<file path="src/rtl/fib_seq_ctrl.sv">
// Fibonacci sequencer: drives the register bank write port and both read ports to fill
// consecutive registers starting at BASE_REG with F(0)..F(N-1), one term per cycle.
module fib_seq_ctrl #(
    parameter int unsigned DATA_W   = 32,
    parameter int unsigned ADDR_W   = 5,
    parameter int unsigned BASE_REG = 1
) (
    input  logic              clk,
    input  logic              arst_n,
    input  logic              start,
    input  logic [5:0]        n_terms,
    output logic              busy,
    output logic              done,
    output logic              overflow,
    output logic [DATA_W-1:0] result,
    output logic              rf_write_en,
    output logic [ADDR_W-1:0] rf_write_dir,
    output logic [DATA_W-1:0] rf_write_data,
    output logic [ADDR_W-1:0] rf_read_dir1,
    output logic [ADDR_W-1:0] rf_read_dir2,
    input  logic [DATA_W-1:0] rf_read_data1,
    input  logic [DATA_W-1:0] rf_read_data2
);

    // Counter wide enough for both the 6-bit request and the full bank size.
    localparam int unsigned CntW = ((ADDR_W > 6) ? ADDR_W : 6) + 1;
    localparam int unsigned MaxN = (1 << ADDR_W) - BASE_REG;

    typedef enum logic [2:0] {StIdle, StInit0, StInit1, StCalc, StDone} state_e;

    state_e            state_q, state_d;
    logic [CntW-1:0]   n_q, n_d;
    logic [CntW-1:0]   idx_q, idx_d;
    logic              overflow_q, overflow_d;
    logic [DATA_W-1:0] result_q, result_d;

    logic [CntW-1:0]   n_clamped;
    logic [CntW-1:0]   wr_pos;
    logic [DATA_W:0]   sum;

    always_comb begin
        n_clamped = (CntW'(n_terms) > CntW'(MaxN)) ? CntW'(MaxN) : CntW'(n_terms);
        wr_pos    = CntW'(BASE_REG) + idx_q;
        sum       = {1'b0, rf_read_data1} + {1'b0, rf_read_data2};
    end

    always_comb begin
        state_d    = state_q;
        n_d        = n_q;
        idx_d      = idx_q;
        overflow_d = overflow_q;
        result_d   = result_q;
        unique case (state_q)
            StIdle: begin
                if (start) begin
                    n_d        = n_clamped;
                    overflow_d = 1'b0;
                    result_d   = '0;
                    state_d    = (n_clamped == '0) ? StDone : StInit0;
                end
            end
            StInit0: begin
                result_d = '0;
                state_d  = (n_q == CntW'(1)) ? StDone : StInit1;
            end
            StInit1: begin
                result_d = DATA_W'(1);
                idx_d    = CntW'(2);
                state_d  = (n_q == CntW'(2)) ? StDone : StCalc;
            end
            StCalc: begin
                result_d = sum[DATA_W-1:0];
                // Overflow is sticky for the run; the truncated sum is still stored.
                if (sum[DATA_W]) begin
                    overflow_d = 1'b1;
                end
                idx_d = idx_q + CntW'(1);
                if (idx_q == n_q - CntW'(1)) begin
                    state_d = StDone;
                end
            end
            StDone: begin
                state_d = StIdle;
            end
            default: begin
                state_d = StIdle;
            end
        endcase
    end

    always_ff @(posedge clk or negedge arst_n) begin
        if (!arst_n) begin
            state_q    <= StIdle;
            n_q        <= '0;
            idx_q      <= '0;
            overflow_q <= 1'b0;
            result_q   <= '0;
        end else begin
            state_q    <= state_d;
            n_q        <= n_d;
            idx_q      <= idx_d;
            overflow_q <= overflow_d;
            result_q   <= result_d;
        end
    end

    // Port drive decoded from the registered state; only the CALC write data is combinational.
    always_comb begin
        busy          = 1'b0;
        done          = 1'b0;
        rf_write_en   = 1'b0;
        rf_write_dir  = '0;
        rf_write_data = '0;
        rf_read_dir1  = '0;
        rf_read_dir2  = '0;
        unique case (state_q)
            StIdle: begin
            end
            StInit0: begin
                busy         = 1'b1;
                rf_write_en  = 1'b1;
                rf_write_dir = ADDR_W'(BASE_REG);
            end
            StInit1: begin
                busy          = 1'b1;
                rf_write_en   = 1'b1;
                rf_write_dir  = ADDR_W'(BASE_REG + 1);
                rf_write_data = DATA_W'(1);
            end
            StCalc: begin
                busy          = 1'b1;
                rf_write_en   = 1'b1;
                rf_write_dir  = ADDR_W'(wr_pos);
                rf_write_data = sum[DATA_W-1:0];
                rf_read_dir1  = ADDR_W'(wr_pos - CntW'(1));
                rf_read_dir2  = ADDR_W'(wr_pos - CntW'(2));
            end
            StDone: begin
                done = 1'b1;
            end
            default: begin
            end
        endcase
    end

    assign overflow = overflow_q;
    assign result   = result_q;

endmodule

</file>
<file path="config.mk">
export PLATFORM = sky130hd
export DESIGN_NAME = fib_seq_ctrl
export DESIGN_NICKNAME = d
export VERILOG_FILES = /design/src/rtl/fib_seq_ctrl.sv
export SDC_FILE = /design/constraint.sdc
export NUM_CORES = 1
export LEC_CHECK = 0
export ABC_AREA = 1
export BUFFER_PORTS_ARGS = -buffer_cell sky130_fd_sc_hd__buf_2
export CORE_UTILIZATION = 57
export CTS_CLUSTER_SIZE = 14
export DETAILED_ROUTE_END_ITERATION = 7
export PLACE_DENSITY_LB_ADDON = 0.08
export REMOVE_ABC_BUFFERS = 1
export SETUP_SLACK_MARGIN = 0.2
export SYNTH_ARGS = -nofsm -noshare
export SYNTH_HDL_FRONTEND = slang
export SYNTH_SLANG_ARGS = --single-unit
</file>
<file path="constraint.sdc">
create_clock -name clk -period 3.1 [get_ports clk]
set_input_delay 0.31 -clock clk [delete_from_list [all_inputs] [get_ports clk]]
set_output_delay 0.31 -clock clk [all_outputs]
set_load 0.02 [all_outputs]
</file>
==> parameters.txt <==
Parameter                              Value

Floorplan
  Width of the chip ... 95.45 um
  Num rows ... 33
  Top-level I/O count ... 156
  Vertical die dimension ... 95.45 um
  Total Die Area ... 9110 um2
  Starting Density ... 59.68%
  Core Region ... 8341 um2

Yosys
  Mapped Area ... 4977 um2
  Synth Instances ... 847
  Number of storage elements in the synthesis netlist ... 49
  Yosys warns ... 0
  Share of the yosys chip area belonging to registers ... 24.64%
  Average cell area after synthesis ... 5.876 um2
  Number of different library cells in the post-synthesis netlist ... 33

Critical path
  Maximum fanout count along the critical path ... 4
  Required time worst endpoint ... 2790 ps
  Worst-case register-to-register setup slack ... 1370 ps
  Nature of the critical path endpoint ... output port
  Worst Path Arrival ... 2180 ps
  Setup crit start kind ... input pin
  Kind of critical path ... input pin to output port

Drt
  Wire length on met3 ... 708 um
  Length of routed met2 wiring ... 5781 um
  Number of vias per cell ... 4.875
  First drt pass iteration count ... 4
  Via count of the routed design ... 5406
  Routed length on met1 ... 5801 um
  Number of design rule violations left after detail routing ... 0
  Top Layer Used ... met4
  Iteration-0 DRC Markers ... 164
  Post-detailed-routing wire length ... 12510 um
  Post-route antenna net violation count ... 0
  Average wire length per cell after detail routing ... 11.28 um

Clocking
  Count of hold-fix buffers inserted at cts ... 0
  Clock Path Buffers ... 2
  Insertion delay of the later-clocked pin in the worst-skew pair ... 320 ps
  Clock root buffer ... sky130_fd_sc_hd__clkbuf_8
  Total number of H-tree levels ... 2
  TritonCTS buffer count ... 5
  Sink count of the clock tree ... 49
  Clock tree from TritonCTS ... built
  Quantity of gates resized following cts ... 0
  Clock-pin slew on the worst setup and hold paths ... 100 ps
  Post CTS Setup Buffer Count ... 0

Final layout
  Layout cell share with drive strength beyond 1 ... 20.22%
  Layout area overhead ... 19.38%
  Count of fill cells added during filler insertion ... 792
  Final instance area ... 5942 um2
  Final layout net count ... 1115
  Final core area utilization ... 71.24%
  Antenna Diode Count ... 0

GRT
  All-layer global routing usage ... 27.57%
  Number of global-route vias before repair ... 4508
  Pin count of the biggest net entering global routing ... 36
  Global-route wire length before repair ... 19820 um
  Antenna violations before repair ... 0
  Congestion Overflow GR ... 0

STA
  Setup violators final ... 0
  Worst Max-Slew Pin Slew ... 844.0 ps
  Worst slew margin ... 43.73%
  RSZ-0062 raised after global routing ... false
  Count of final hold-check violations ... 0
  Final Skew ... 13.06 ps
  Time the worst path needs with I/O delays and setup ... 2485 ps
  Post-route fraction of the period consumed by the critical path ... 80.17%
  Worst hold slack ... 90.56 ps
  Achievable frequency ... 0.4024 GHz
  Max-slew violation count ... 0
  Setup TNS Final ... 0 ps

Pwr
  Worst vdd rail ir drop ... 0.3676 mV
  Static Leak ... 3.902 nW
  Post-layout power ... 4.130 mW
  Power density cells ... 695.1 nW/um2

Placed design
  Final estimated routing congestion in global placement ... 0.9603
  IO buf count ... 155
  DP Area ... 5848 um2
  DPL Wire Length ... 10230 um

Worst hold path
  Type of the worst min-delay path ... input pin to async pin

Flow run
  Maximum capacitance violations ... 0

Outcome
  Run status ... complete, no violations
==> cell usage after synthesis (all sizes together) <==
| master | count | area share (%) |
|---|---|---|
| a31oi | 1 | 0.13 |
| nor2 | 95 | 7.9 |
| o21bai | 1 | 0.15 |
| nor3 | 7 | 0.70 |
| xnor2 | 4 | 0.70 |
| a21oi | 33 | 3.3 |
| fa | 1 | 0.40 |
| inv | 172 | 13 |
| nand4 | 1 | 0.13 |
| a21o | 3 | 0.45 |
| and2 | 1 | 0.13 |
| ha | 38 | 9.6 |
| buf | 9 | 1.2 |
| nand3 | 43 | 4.7 |
| nor4 | 1 | 0.13 |
| dfrtp | 49 | 25 |
| or2 | 3 | 0.38 |
| nand2 | 333 | 26 |
| xor2 | 7 | 1.2 |
| nand3b | 8 | 1.2 |
| o22ai | 4 | 0.50 |
| o21ai | 33 | 3.4 |
==> worst max-delay path: stages <==
cell and delay, ps:
sky130_fd_sc_hd__buf_2 100, sky130_fd_sc_hd__ha_1 210, sky130_fd_sc_hd__fa_1 420, sky130_fd_sc_hd__nand3_1 100
sky130_fd_sc_hd__nand3_1 140, sky130_fd_sc_hd__nand3_1 110, sky130_fd_sc_hd__nand3b_1 170, sky130_fd_sc_hd__nand2_1 140
sky130_fd_sc_hd__nand2_1 60, sky130_fd_sc_hd__nand2_1 70, sky130_fd_sc_hd__nand3_1 100, sky130_fd_sc_hd__inv_1 80
sky130_fd_sc_hd__buf_2 150
==> layer usage <==
| metal | vias to the layer above | global-route usage (%) |
|---|---|---|
| li1 | 2873 | - |
| met1 | 2354 | 36.02 |
| met2 | 161 | 48.51 |
| met3 | 18 | 3.190 |
| met4 | 0 | 6.219 |
| met5 | - | 0 |
==> cell families (layout without fill, tap and decap cells) <==
family / after synthesis / in the layout / synth area share [%]
and+or+nand+nor: 492 / 492 / 41.38
buffers and inverters: 181 / 338 / 14.15
AOI/OAI and AO/OA: 75 / 75 / 7.944
DFF: 49 / 49 / 24.64
adders and majority gates: 39 / 39 / 9.955
xor gates and xnor gates: 11 / 11 / 1.936
==> cell type report <==
class	count	area (um2)	area share, %
inverter	172	645.6	10.87
sequential	49	1226	20.64
clock buffer	5	68.82	1.158
timing repair buffer	158	798.3	13.43
clock inverter	3	25.02	0.4211
tap	105	131.4	2.211
multi-input combinational	617	3047	51.27
==> stage by stage <==
| stage | setup slack, ps | cells |
|---|---|---|
| floorplan | 664.1 | 838 |
| global placement | 698.5 | 1101 |
| detailed placement | 650.1 | 1101 |
| CTS | 609.8 | 1109 |
| global route | 432.2 | 1109 |
| finish | 614.8 | 1109 |
==> power by group <==
| part | internal (mW) | switching (mW) | total [mW] |
|---|---|---|---|
| Combinational | 0.844 | 1.77 | 2.62 |
| Sequential | 0.923 | 0.185 | 1.11 |
| Clock | 0.163 | 0.241 | 0.405 |
| Total | 1.93 | 2.20 | 4.13 |
==> placed cells by master, fill, tap and decap left out, types with 2 or more instances in the layout <==
cell type,count
sky130_fd_sc_hd__nor2_4,4
sky130_fd_sc_hd__nor2_2,3
sky130_fd_sc_hd__nand2_1,316
sky130_fd_sc_hd__dfrtp_1,49
sky130_fd_sc_hd__inv_1,166
sky130_fd_sc_hd__inv_2,6
sky130_fd_sc_hd__o21ai_1,2
sky130_fd_sc_hd__buf_2,155
sky130_fd_sc_hd__nand3b_1,8
sky130_fd_sc_hd__clkbuf_8,5
sky130_fd_sc_hd__ha_1,38
sky130_fd_sc_hd__nand3_2,4
sky130_fd_sc_hd__nor2_1,88
sky130_fd_sc_hd__xnor2_1,4
sky130_fd_sc_hd__nor3_1,7
sky130_fd_sc_hd__or2_2,2
sky130_fd_sc_hd__o21ai_0,30
sky130_fd_sc_hd__nand2_2,16
sky130_fd_sc_hd__buf_4,3
sky130_fd_sc_hd__a21o_1,3
sky130_fd_sc_hd__xor2_1,7
sky130_fd_sc_hd__a21oi_1,33
sky130_fd_sc_hd__o22ai_1,4
sky130_fd_sc_hd__nand3_1,39
==> sequential cells by signal, indices dropped and copies added, names as in the netlist <==
name      count
state_q       3
result       32
idx_q         7
n_q           6
overflow      1
==> path summary, 6_finish.rpt <==
kind                                   from                 to  cells past startpoint
max                        rf_read_data1[0]  rf_write_data[28]                     13
min                                  arst_n          result[4]                      1
max reg2reg                          n_q[0]         state_q[0]                      9
min reg2reg                        overflow           overflow                      2
max in group asynchronous            arst_n         state_q[2]                      2
min in group clk                 n_terms[2]             n_q[2]                      3
(Power assumes the default switching activity.)
